`src/rtl/dz_pkg.sv`:
```
// Shared constants and types for the dot-matrix scan-bus decoder.
package dz_pkg;

   localparam int DZ_ROWS = 8;
   localparam int DZ_COLS = 8;

   typedef enum logic [1:0] {S_IDLE, S_SETTLE, S_CAPT, S_HOLD} dz_scan_state_t;

   typedef logic [2:0] dz_row_idx_t;

   typedef enum logic [1:0] {IDLE, ACTIVE, MULTI} dz_bus_class_t;

endpackage

```
`src/rtl/dz_scan_decoder_dec.sv`:
```
// dz_row_onehot_dec: classifies the active-low row select and extracts the driven row index.
module dz_row_onehot_dec
   import dz_pkg::*;
(
   input  logic [DZ_ROWS-1:0] row,
   output dz_bus_class_t      cls,
   output dz_row_idx_t        idx
);

   logic [3:0] zeros;

   always_comb begin
      zeros = '0;
      idx   = '0;
      for (int i = 0; i < DZ_ROWS; i++) begin
         if (!row[i]) begin
            zeros = zeros + 4'd1;
            idx   = dz_row_idx_t'(i);
         end
      end
      if (zeros == 4'd0)      cls = IDLE;
      else if (zeros == 4'd1) cls = ACTIVE;
      else                    cls = MULTI;
   end

endmodule

```
`src/rtl/dz_scan_decoder.sv`:
```
// dz_scan_decoder: rebuilds the 8x8 red/green frame from the scan bus into a double buffer.
// Optional macro DZ_SCAN_ERR_EN enables sticky multi-row error detection and frame abort.
module dz_scan_decoder
   import dz_pkg::*;
#(
   parameter int SETTLE_CYCLES = 2,
   parameter int FCNT_W        = 16
)(
   input  logic                clk,
   input  logic                rst,
   input  logic [DZ_ROWS-1:0]  row,
   input  logic [DZ_COLS-1:0]  colg,
   input  logic [DZ_COLS-1:0]  colr,
   input  dz_row_idx_t         rd_row,
   output logic [DZ_COLS-1:0]  rd_green,
   output logic [DZ_COLS-1:0]  rd_red,
   output logic                frame_done,
   output logic [FCNT_W-1:0]   frame_cnt,
   output logic                err_multi,
   input  logic                err_clr
);

   localparam logic [8:0] SETTLE_MAX = 9'(SETTLE_CYCLES);
   localparam dz_scan_state_t ARM_STATE = (SETTLE_CYCLES <= 1) ? S_CAPT : S_SETTLE;

   dz_bus_class_t  bus_cls;
   dz_row_idx_t    bus_idx;
   logic [23:0]    bus;
   logic [23:0]    cmp_q;
   dz_row_idx_t    cap_idx;
   logic [7:0]     cnt_q;
   dz_scan_state_t state, state_nx;
   logic           cmp_load, cnt_inc, cap_en;
   logic           multi_abort, mask_full, commit;
   logic [DZ_ROWS-1:0] seen_mask;

   logic [DZ_COLS-1:0] work_g [DZ_ROWS];
   logic [DZ_COLS-1:0] work_r [DZ_ROWS];
   logic [DZ_COLS-1:0] disp_g [DZ_ROWS];
   logic [DZ_COLS-1:0] disp_r [DZ_ROWS];

   dz_row_onehot_dec u_dec (
      .row (row),
      .cls (bus_cls),
      .idx (bus_idx)
   );

   assign bus = {row, colg, colr};

   always_ff @(posedge clk or posedge rst) begin
      if (rst) begin
         state   <= S_IDLE;
         cmp_q   <= '0;
         cap_idx <= '0;
         cnt_q   <= '0;
      end else begin
         state <= state_nx;
         if (cmp_load) begin
            cmp_q   <= bus;
            cap_idx <= bus_idx;
            cnt_q   <= 8'd1;
         end else if (cnt_inc) begin
            cnt_q <= cnt_q + 8'd1;
         end
      end
   end

   // HOLD watches only the row field: column edits on an already captured row never re-arm capture.
   always_comb begin
      state_nx = state;
      cmp_load = 1'b0;
      cnt_inc  = 1'b0;
      cap_en   = 1'b0;
      unique case (state)
         S_IDLE: begin
            if (bus_cls == ACTIVE) begin
               cmp_load = 1'b1;
               state_nx = ARM_STATE;
            end
         end
         S_SETTLE: begin
            if (bus_cls != ACTIVE) begin
               state_nx = S_IDLE;
            end else if (bus != cmp_q) begin
               cmp_load = 1'b1;
               state_nx = ARM_STATE;
            end else begin
               cnt_inc = 1'b1;
               if ({1'b0, cnt_q} + 9'd1 >= SETTLE_MAX) state_nx = S_CAPT;
            end
         end
         S_CAPT: begin
            if (bus_cls == MULTI) begin
               state_nx = S_IDLE;
            end else begin
               cap_en   = 1'b1;
               state_nx = S_HOLD;
            end
         end
         S_HOLD: begin
            if (row != cmp_q[23:16]) begin
               if (bus_cls == ACTIVE) begin
                  cmp_load = 1'b1;
                  state_nx = ARM_STATE;
               end else begin
                  state_nx = S_IDLE;
               end
            end
         end
         default: state_nx = S_IDLE;
      endcase
   end

`ifdef DZ_SCAN_ERR_EN
   assign multi_abort = (bus_cls == MULTI);

   always_ff @(posedge clk or posedge rst) begin
      if (rst)              err_multi <= 1'b0;
      else if (multi_abort) err_multi <= 1'b1;
      else if (err_clr)     err_multi <= 1'b0;
   end
`else
   logic err_clr_unused;
   assign multi_abort    = 1'b0;
   assign err_multi      = 1'b0;
   assign err_clr_unused = err_clr;
`endif

   assign mask_full = (seen_mask == '1);
   assign commit    = mask_full && !multi_abort;

   // A full mask can only exist for the single cycle after the completing capture, so commit never races a write.
   always_ff @(posedge clk or posedge rst) begin
      if (rst) begin
         seen_mask  <= '0;
         frame_done <= 1'b0;
         frame_cnt  <= '0;
         rd_green   <= '0;
         rd_red     <= '0;
         for (int i = 0; i < DZ_ROWS; i++) begin
            work_g[i] <= '0;
            work_r[i] <= '0;
            disp_g[i] <= '0;
            disp_r[i] <= '0;
         end
      end else begin
         frame_done <= commit;
         rd_green   <= disp_g[rd_row];
         rd_red     <= disp_r[rd_row];
         if (commit) begin
            disp_g    <= work_g;
            disp_r    <= work_r;
            frame_cnt <= frame_cnt + FCNT_W'(1);
         end
         if (cap_en) begin
            work_g[cap_idx] <= cmp_q[15:8];
            work_r[cap_idx] <= cmp_q[7:0];
         end
         if (multi_abort || mask_full) seen_mask <= '0;
         else if (cap_en)              seen_mask <= seen_mask | (DZ_ROWS'(1) << cap_idx);
      end
   end

endmodule

```
`config.mk`:
```
export PLATFORM = sky130hd
export DESIGN_NAME = dz_scan_decoder
export DESIGN_NICKNAME = d
export VERILOG_FILES = /design/src/rtl/dz_pkg.sv /design/src/rtl/dz_scan_decoder_dec.sv /design/src/rtl/dz_scan_decoder.sv
export SDC_FILE = /design/constraint.sdc
export NUM_CORES = 1
export LEC_CHECK = 0
export CAP_MARGIN = 10
export CORE_UTILIZATION = 50
export CTS_CLUSTER_DIAMETER = 60
export DETAILED_ROUTE_END_ITERATION = 12
export PLACE_DENSITY = 0.7
export SLEW_MARGIN = 20
export SYNTH_ARGS = -nofsm -noshare
export SYNTH_HDL_FRONTEND = slang
export SYNTH_SLANG_ARGS = --single-unit
```
`constraint.sdc`:
```
create_clock -name clk -period 10.58 [get_ports clk]
set_clock_uncertainty 0.15 [all_clocks]
set_input_delay 2.116 -clock clk [delete_from_list [all_inputs] [get_ports clk]]
set_output_delay 2.116 -clock clk [all_outputs]
set_load 0.02 [all_outputs]
```
==> results.sh, run 1 <==
export IMPL_antenna_diode_count=0
export IMPL_cts_tree="yes"
export IMPL_tns_ns=0
export IMPL_cts_buffers=36
export IMPL_cp_max_fo=9
export IMPL_crit_path_end_kind="flop"
export IMPL_netlist_area_sq_um=14700
export IMPL_drc=0
export IMPL_synth_top_cell_area_share_pct=56.8
export IMPL_finalCritPeriodShare_pct=75.1
export IMPL_htree_levels=2
export IMPL_grt_pass1_vias=9394
export IMPL_clock_sinks=334
export IMPL_dr_first_iter_drc_count=556
export IMPL_syn_avg_cell_area_sq_um=11.8
export IMPL_insertion_delay_ns=0.50
export IMPL_yosysSeqAreaShare_pct=56.8
export IMPL_synthDistinctLibCells=60
export IMPL_die_y_um=174
export IMPL_setup_violations=0
export IMPL_dieArea_sq_um=30100
export IMPL_die_w_um=174
export IMPL_p_clk_share_pct=40.1
export IMPL_antenna_found_initial=2
export IMPL_core_sq_um=28900
export IMPL_area_delta_synth_final_pct=13.6
export IMPL_portBuffers=61
export IMPL_start_util_pct=51.0
export IMPL_ir_drop_v=0.000133
export IMPL_comb_power_share_pct=11.2
export IMPL_clockBufferDepth=3
export IMPL_layout_drive_gt1_share_pct=20.0
export IMPL_pin_count=64
export IMPL_critPathKind="in -> reg"
export IMPL_holdWs_ns=0.311
export IMPL_wl_per_cell_um=17.7
export IMPL_syn_instance_count=1248
export IMPL_grt_pass1_wl_um=49700
export IMPL_maxCapViolCount=0
export IMPL_status="completed"
export IMPL_power_internal_mw=2.22
export IMPL_fin_nets=1326
export IMPL_final_common_cell="nand2_1"
export IMPL_p_per_area_nw_per_um2=180
export IMPL_routed_via_count=9057
export IMPL_post_cts_setup_buffer_count=0
export IMPL_rows=62
export IMPL_gp_congestion=0.821
export IMPL_swShare_pct=26.1
export IMPL_p_seq_share_pct=48.6
export IMPL_viasPerCell=5.36
export IMPL_total_power_mw=3.01
export IMPL_synth_top_area_cell="dfrtp_1"
export IMPL_clkTransAtPathRegs_ns=0.06
export IMPL_overflow=0
export IMPL_rsz0062_at_grt="false"
export IMPL_ctsResizeCount=0
export IMPL_synthFlopType="dfrtp_1"
export IMPL_cp_start_kind="input port"
export IMPL_final_cell_mix="nand2_1, dfrtp_1, mux2_2, clkdlybuf4s50_1, xnor2_1"
export IMPL_period_needed_ns=7.94
export IMPL_power_leakage_nw=8.36
export IMPL_grtUsageTotal_pct=20.9
export IMPL_report_final_slew_viol_count=0
export IMPL_hpwl_um=17400
export IMPL_grt_max_degree=194
export IMPL_ant_nets=0
export IMPL_hold_buffers=0
export IMPL_drt_pass1_iter_count=5
export IMPL_required_ns=10.82
export IMPL_yosysWarningCount=0
export IMPL_ys_top_cells_by_area="dfrtp_1, mux2_2, nand2_1"
export IMPL_p_sw_uw=786
export IMPL_maxSlewHeadroom_pct=32.4
export IMPL_wl_um=30000
export IMPL_min_path_type="reg -> reg"
export IMPL_worst_slew_pin_slew_ns=1.01
export IMPL_cp_arrival_ns=8.18
export IMPL_fmax_ghz=0.126
export IMPL_synthesis_nets=1288
export IMPL_finalHoldViolCount=0
export IMPL_async_flop_share_pct=100
export IMPL_clockRootBuffer="clkbuf_16"
export IMPL_ys_seq_elements=334
export IMPL_synth_edf_count=0
-- power by group through the flow --
stage / combinational [mW] / clock (mW) / sequential (mW)
2_1_floorplan: 0.344 / 0 / 1.37
3_3_place_gp: 0.327 / 0 / 1.48
3_5_place_dp: 0.338 / 0 / 1.48
4_1_cts: 0.340 / 1.23 / 1.46
5_1_grt: 0.369 / 1.29 / 1.48
6_report: 0.337 / 1.21 / 1.46
-- registers in the layout (all words and copies together) (netlist names), 2 cells and up --
register and cells:
cap_idx 3, seen_mask 8, cnt_q 8, state 2, work_r 64, work_g 64
disp_g 64, cmp_q 24, disp_r 64, rd_red 8, frame_cnt 16, rd_green 8
-- final timing paths --
check / from / end / slack, ns / depth (start not counted)
min in group asynchronous: rst / rd_red[4] / 2.11 / 3
worst min register to register: work_g[28] / disp_g[28] / 0.31 / 2
worst max-delay path: row[0] / work_r[9] / 2.64 / 23
max in group asynchronous: rst / cmp_q[17] / 6.67 / 5
worst min-delay path: work_g[28] / disp_g[28] / 0.31 / 2
worst max register to register: state[0] / work_r[9] / 7.61 / 6
-- layer usage --
metal / part of all wire [%] / vias to the layer above / wire length [um] / track usage [%]
li1: - / 4242 / - / -
met1: 47 / 4623 / 14000 / 29.2
met2: 48 / 146 / 14500 / 34.3
met3: 3.5 / 44 / 1040 / 3.42
met4: 1.8 / 2 / 528 / 4.93
met5: 0.043 / - / 13 / 0
-- synthesized netlist by cell type (2+ instances only) --
cell type / number
mux2_2: 136
o22ai_1: 2
mux2_4: 9
nand3_1: 14
ha_1: 10
o31ai_1: 4
xnor2_1: 40
nand2b_1: 6
o21ai_0: 5
nor2_1: 13
xor2_1: 5
nand4_1: 14
buf_2: 8
o211a_1: 2
clkbuf_1: 48
buf_1: 10
nor4b_1: 2
xnor3_1: 3
and2_1: 3
inv_1: 18
a21oi_1: 6
nor4_4: 3
mux2_1: 27
nor4b_4: 3
nand3b_1: 3
o221ai_1: 5
and3_1: 4
o21a_1: 7
mux4_2: 32
nor2b_1: 7
o32ai_1: 2
and4_1: 3
a31oi_1: 5
a21o_1: 2
or4_1: 5
buf_6: 10
nor3_1: 8
or3_1: 2
or2_2: 2
buf_4: 2
nand2_1: 406
dfrtp_1: 334
-- per-stage QoR --
step,utilization (%),cell area [sq um],setup slack (ns),instances
2_1_floorplan,-,14700,3.52,1248
3_3_place_gp,53.9,15600,2.22,1631
3_5_place_dp,53.9,15600,2.12,1631
4_1_cts,57.8,16700,2.64,1690
5_1_grt,57.9,16700,2.24,1691
6_report,57.9,16700,2.64,1691
-- worst max-delay path, cell delays in order --
cell	delay, ns
clkdlybuf4s50_1	0.55
inv_1	0.07
ha_1	0.37
xnor2_1	0.21
ha_1	0.27
nor2b_1	0.14
a21o_1	0.18
ha_1	0.26
nand2b_1	0.10
nand2_1	0.06
ha_1	0.26
nor2_1	0.08
a31oi_1	0.08
or2_1	0.28
ha_1	0.31
mux2_2	0.30
ha_1	0.30
inv_1	0.08
o211ai_1	0.08
a211o_1	0.53
or4b_1	0.88
buf_4	0.34
mux2_4	0.32
-- logic make-up after synthesis --
group / share of synthesized area, %
fa+ha+maj: 0.850
compound gates: 2.23
other cells: 0.0255
xor+xnor: 3.57
simple gates: 15.1
mux: 18.4
flops: 56.8
buf+inv: 3.10
-- cell type report --
type                    count  area [sq um]
multi-input cells         817          5910
clock buffers              50          1020
flip-flops and latches    334          8360
repair buffers             78           761
inverters                  19          77.6
fillers                  2371         12100
clock inverters             9           101
well taps                 384           480
Power figures use the tool's default switching activity.
==> run 2, diff against run 1 <==
--- a/config.mk
+++ b/config.mk
@@ -9,7 +9,7 @@
 export CORE_UTILIZATION = 50
 export CTS_CLUSTER_DIAMETER = 60
 export DETAILED_ROUTE_END_ITERATION = 12
-export PLACE_DENSITY = 0.7
+export PLACE_DENSITY = 0.68
 export SLEW_MARGIN = 20
 export SYNTH_ARGS = -nofsm -noshare
 export SYNTH_HDL_FRONTEND = slang
==> constraint.sdc (replaced) <==
create_clock -name clk -period 7.9 [get_ports clk]
set_clock_uncertainty 0.15 [all_clocks]
set_input_delay 1.58 -clock clk [delete_from_list [all_inputs] [get_ports clk]]
set_output_delay 1.58 -clock clk [all_outputs]
set_load 0.02 [all_outputs]
==> run 2 against run 1 <==
Effect of this change: register-to-register slack got worse by 2.6 ns; sequential cell count did not move; critical path depth did not move; wire length rose by 0.11%; die area did not move; highest routed layer unchanged; design area rose by 0.33%; utilization rose by 0.19 points; largest cell class unchanged; first-iteration DRC count rose by 8.6%; final cell count rose by 0.41%; power rose by 34%.
==> results.sh, run 2 (synthesized netlist as in run 1, its figures left out) <==
export IMPL_tns_ns=0
export IMPL_antenna_found_initial=2
export IMPL_pin_count=64
export IMPL_crit_path_end_kind="flop"
export IMPL_status="completed"
export IMPL_drc=0
export IMPL_finalCritPeriodShare_pct=89.9
export IMPL_grtUsageTotal_pct=21.0
export IMPL_die_y_um=174
export IMPL_report_final_slew_viol_count=0
export IMPL_grt_max_degree=198
export IMPL_min_path_type="reg -> reg"
export IMPL_worst_slew_pin_slew_ns=1.13
export IMPL_antenna_diode_count=0
export IMPL_place_area_sq_um=15600
export IMPL_period_needed_ns=7.10
export IMPL_finalHoldViolCount=0
export IMPL_final_cell_mix="nand2_1, dfrtp_1, mux2_2, clkdlybuf4s50_1, xnor2_1"
export IMPL_start_util_pct=51.0
export IMPL_multi_input_area_sq_um=5910
export IMPL_ir_drop_v=0.000145
export IMPL_register_area_sq_um=8360
export IMPL_grt_pass1_wl_um=50300
export IMPL_nFillCells=2366
export IMPL_clockBufferDepth=3
export IMPL_hpwl_um=17800
export IMPL_wl_per_cell_um=17.7
export IMPL_cts_tree="yes"
export IMPL_setup_violations=0
export IMPL_ant_nets=0
export IMPL_htree_levels=2
export IMPL_fmax_ghz=0.141
export IMPL_rows=62
export IMPL_fin_nets=1331
export IMPL_power_leakage_nw=8.40
export IMPL_required_ns=8.13
export IMPL_layout_drive_gt1_share_pct=20.3
export IMPL_cp_start_kind="input port"
export IMPL_critPathKind="in -> reg"
export IMPL_p_per_area_nw_per_um2=240
export IMPL_instances_no_fill=1698
export IMPL_gp_congestion=0.811
export IMPL_core_sq_um=28900
export IMPL_placedCellCount=1637
export IMPL_viasPerCell=5.34
export IMPL_holdWs_ns=0.307
export IMPL_hold_buffers=0
export IMPL_final_area_sq_um=16800
export IMPL_insertion_delay_ns=0.50
export IMPL_drt_pass1_iter_count=4
export IMPL_clkTransAtPathRegs_ns=0.06
export IMPL_maxSlewHeadroom_pct=24.8
export IMPL_clockRootBuffer="clkbuf_16"
export IMPL_rsz0062_at_grt="false"
export IMPL_maxCapViolCount=0
export IMPL_wl_um=30000
export IMPL_post_cts_setup_buffer_count=0
export IMPL_grt_pass1_vias=9454
export IMPL_die_w_um=174
export IMPL_final_common_cell="nand2_1"
export IMPL_clock_sinks=334
export IMPL_routed_via_count=9068
export IMPL_ctsResizeCount=0
export IMPL_dieArea_sq_um=30100
export IMPL_cp_arrival_ns=7.33
export IMPL_area_delta_synth_final_pct=13.9
export IMPL_dr_first_iter_drc_count=604
export IMPL_overflow=0
export IMPL_cp_max_fo=17
export IMPL_portBuffers=61
export IMPL_cts_buffers=35
[run 2: path summary, 6_finish.rpt]
kind                       slack (ns)          from  cells after the start            to
setup reg to reg                 5.01  seen_mask[6]                      6  frame_cnt[3]
hold / removal                   0.31    work_g[23]                      2    disp_g[23]
min in group asynchronous        1.22           rst                      2     rd_red[5]
max in group asynchronous        5.07           rst                      4    work_g[32]
setup / recovery                 0.80        row[1]                     23     work_g[8]
hold reg to reg                  0.31    work_g[23]                      2    disp_g[23]
[run 2: layout make-up]
type,instances,share of cell area [%]
clock buffers,56,6.48
clock inverters,4,0.269
inverters,19,0.463
multi-input cells,817,35.3
flip-flops and latches,334,49.8
well taps,384,2.87
repair buffers,84,4.83
[run 2: worst max-delay path: stages]
cell	delay (ns)
clkdlybuf4s50_1	0.55
inv_1	0.08
ha_1	0.36
xnor2_1	0.22
ha_1	0.28
nor2b_1	0.14
a21o_1	0.18
ha_1	0.26
nand2b_1	0.10
nand2_1	0.07
ha_1	0.27
nor2_1	0.08
a31oi_1	0.08
or2_1	0.27
ha_1	0.30
mux2_2	0.29
ha_1	0.30
inv_1	0.09
o211ai_1	0.08
a211o_1	0.54
or4b_1	0.58
buf_4	0.28
mux2_4	0.34
[run 2: where the power goes]
group,internal [mW],total [mW],switching (mW)
Sequential,1.78,1.96,0.172
Combinational,0.226,0.453,0.227
Clock,0.971,1.61,0.641
Total,2.98,4.02,1.04
[run 2: metrics by stage]
| step | setup slack (ns) | utilization (%) | total power [mW] |
|---|---|---|---|
| after floorplan | 1.38 | - | 2.30 |
| after global placement | 0.411 | 54.1 | 2.42 |
| after detailed placement | 0.264 | 54.1 | 2.44 |
| after CTS | 0.793 | 58.0 | 4.06 |
| after global routing | 0.472 | 58.1 | 4.18 |
| final | 0.802 | 58.1 | 4.02 |
[run 2: routing by layer]
metal / vias up / part of all wire (%) / GRT usage, %
met4: 4 / 1.7 / 5.01
met1: 4611 / 47 / 30.2
met5: - / 0.10 / 0
met3: 44 / 4.1 / 3.71
met2: 138 / 47 / 33.4
li1: 4271 / - / -
==> run 3, diff against run 2 <==
--- a/config.mk
+++ b/config.mk
@@ -6,6 +6,7 @@
 export NUM_CORES = 1
 export LEC_CHECK = 0
 export CAP_MARGIN = 10
+export CORE_ASPECT_RATIO = 1.5
 export CORE_UTILIZATION = 50
 export CTS_CLUSTER_DIAMETER = 60
 export DETAILED_ROUTE_END_ITERATION = 12
==> run 3 against run 2 <==
Effect of this change: count of clock-buffer cells in the layout down 4; clock power down 4%; maximum frequency up 1.1%; via count up 0.23%; power down 1.4%; hold slack worse by 0.0013 ns; sequential share of layout area up 0.25 points.
==> results.sh, run 3 (synthesized netlist as in run 1, its figures left out) <==
export IMPL_status="completed"
export IMPL_path_cells="clkdlybuf4s50_1 -> inv_1 -> ha_1 -> xnor2_1 -> ha_1 -> nor2b_1 -> a21o_1 -> ha_1 -> nand2b_1 -> nand2_1 -> ha_1 -> nor2_1 -> a31oi_1 -> or2_1 -> ha_1 -> mux2_2 -> ha_1 -> nand2_1 -> xnor2_1 -> a211o_1 -> buf_4 -> or4b_1 -> buf_4 -> mux2_4"
export IMPL_cp_start_kind="input port"
export IMPL_multi_input_area_sq_um=5910
export IMPL_r2r_start="cmp_q[6]"
export IMPL_hpwl_um=17900
export IMPL_antenna_found_initial=0
export IMPL_post_cts_setup_buffer_count=0
export IMPL_gp_congestion=0.788
export IMPL_area_delta_synth_final_pct=13.4
export IMPL_dr_first_iter_drc_count=560
export IMPL_fin_nets=1330
export IMPL_start_util_pct=51.1
export IMPL_fmax_ghz=0.142
export IMPL_grt_pass1_wl_um=49300
export IMPL_final_common_cell="nand2_1"
export IMPL_htree_levels=2
export IMPL_finalCritPeriodShare_pct=88.9
export IMPL_min_path_type="reg -> reg"
export IMPL_slowest_stage="clkdlybuf4s50_1"
export IMPL_rr_worst_depth=8
export IMPL_clock_sinks=334
export IMPL_required_ns=8.15
export IMPL_clockRootBuffer="clkbuf_16"
export IMPL_cp_depth=24
export IMPL_cp_common_cell="ha_1"
export IMPL_grtUsageTotal_pct=21.2
export IMPL_grt_pass1_vias=9349
export IMPL_total_power_mw=3.96
export IMPL_worst_slew_pin_slew_ns=1.03
export IMPL_power_leakage_nw=8.34
export IMPL_wl_per_cell_um=17.5
export IMPL_crit_path_end_kind="flop"
export IMPL_layout_drive_gt1_share_pct=19.7
export IMPL_core_sq_um=28800
export IMPL_p_per_area_nw_per_um2=238
export IMPL_insertion_delay_ns=0.52
export IMPL_ant_nets=0
export IMPL_antenna_diode_count=0
export IMPL_cts_tree="yes"
export IMPL_report_final_slew_viol_count=0
export IMPL_overflow=0
export IMPL_grt_max_degree=171
export IMPL_cp_max_fo=17
export IMPL_place_area_sq_um=15600
export IMPL_rsz0062_at_grt="false"
export IMPL_drc=0
export IMPL_wl_um=29700
export IMPL_setup_violations=0
export IMPL_die_w_um=142
export IMPL_register_area_sq_um=8360
export IMPL_final_area_sq_um=16700
export IMPL_maxSlewHeadroom_pct=31.5
export IMPL_r2r_end="cmp_q[6]"
export IMPL_ctsResizeCount=0
export IMPL_clockBufferDepth=3
export IMPL_drt_pass1_iter_count=5
export IMPL_tns_ns=0
export IMPL_cts_buffers=34
export IMPL_portBuffers=61
export IMPL_final_cell_mix="nand2_1, dfrtp_1, mux2_2, clkdlybuf4s50_1, xnor2_1"
export IMPL_critPathKind="in -> reg"
export IMPL_ir_drop_v=0.000126
export IMPL_nFillCells=2395
export IMPL_endpoint="work_g[9]"
export IMPL_routed_via_count=9089
export IMPL_crit_buf_inv=4
export IMPL_clkTransAtPathRegs_ns=0.06
export IMPL_r2r_slack_ns=5.16
export IMPL_viasPerCell=5.34
export IMPL_slowest_delay_ns=0.56
export IMPL_dieArea_sq_um=30100
export IMPL_fin_util_pct=57.9
export IMPL_critPathTopFamily="adder cells"
export IMPL_crit_start="row[0]"
export IMPL_hold_buffers=0
export IMPL_period_needed_ns=7.02
export IMPL_die_y_um=212
export IMPL_finalHoldViolCount=0
export IMPL_pin_count=64
export IMPL_maxCapViolCount=0
export IMPL_rows=76
export IMPL_cp_arrival_ns=7.27
-- run 3: cell count changes in the layout (fill, tap and decap cells not counted), moves of 2 or more --
| cell | delta |
|---|---|
| clkbuf_1 | +5 |
| clkbuf_16 | -2 |
| clkbuf_8 | -7 |
| inv_6 | +2 |
-- run 3: how the worst min path moves through the flow --
stage	start	endpoint	depth (start not counted)
6_report	work_g[44]	disp_g[44]	2
3_3_place_gp	work_r[33]	disp_r[33]	2
4_1_cts	work_g[19]	disp_g[19]	2
2_1_floorplan	work_g[0]	disp_g[0]	2
3_5_place_dp	work_r[3]	disp_r[3]	2
5_1_grt	work_g[14]	disp_g[14]	2
-- run 3: metrics by stage --
stage                     hold WS (ns)  cells  worst slack, ns
final                            0.306   1702            0.879
after global routing             0.329   1702            0.530
after CTS                        0.308   1702            0.880
after detailed placement         0.297   1644            0.348
after global placement           0.291   1644            0.485
after floorplan                  0.282   1248             1.38
-- run 3: worst min-delay path: stages (launching register included) --
cell	delay, ns
dfrtp_1	0.34
nand2_1	0.05
nand2_1	0.05
-- run 3: cell type report --
class | count | area share (%)
Multi-Input combinational cell | 817 | 35.4
Tap cell | 390 | 2.92
Timing Repair Buffer | 84 | 4.81
Inverter | 19 | 0.465
Sequential cell | 334 | 50.1
Clock buffer | 52 | 5.75
Clock inverter | 6 | 0.525
-- run 3: report_power, final --
part	switching, mW	leakage [nW]	total, mW	internal [mW]
registers	0.188	4.59	1.97	1.78
logic	0.224	3.24	0.451	0.228
clock network	0.638	0.509	1.54	0.904
total	1.05	8.34	3.96	2.91
-- run 3: per-layer routing --
metal  vias up  track usage, %  routed length [um]
met2       113            38.1               15800
li1       4262               -                   -
met4         0            6.56                 604
met1      4673            26.3               12500
met3        41            2.79                 781
met5         -               0                   0
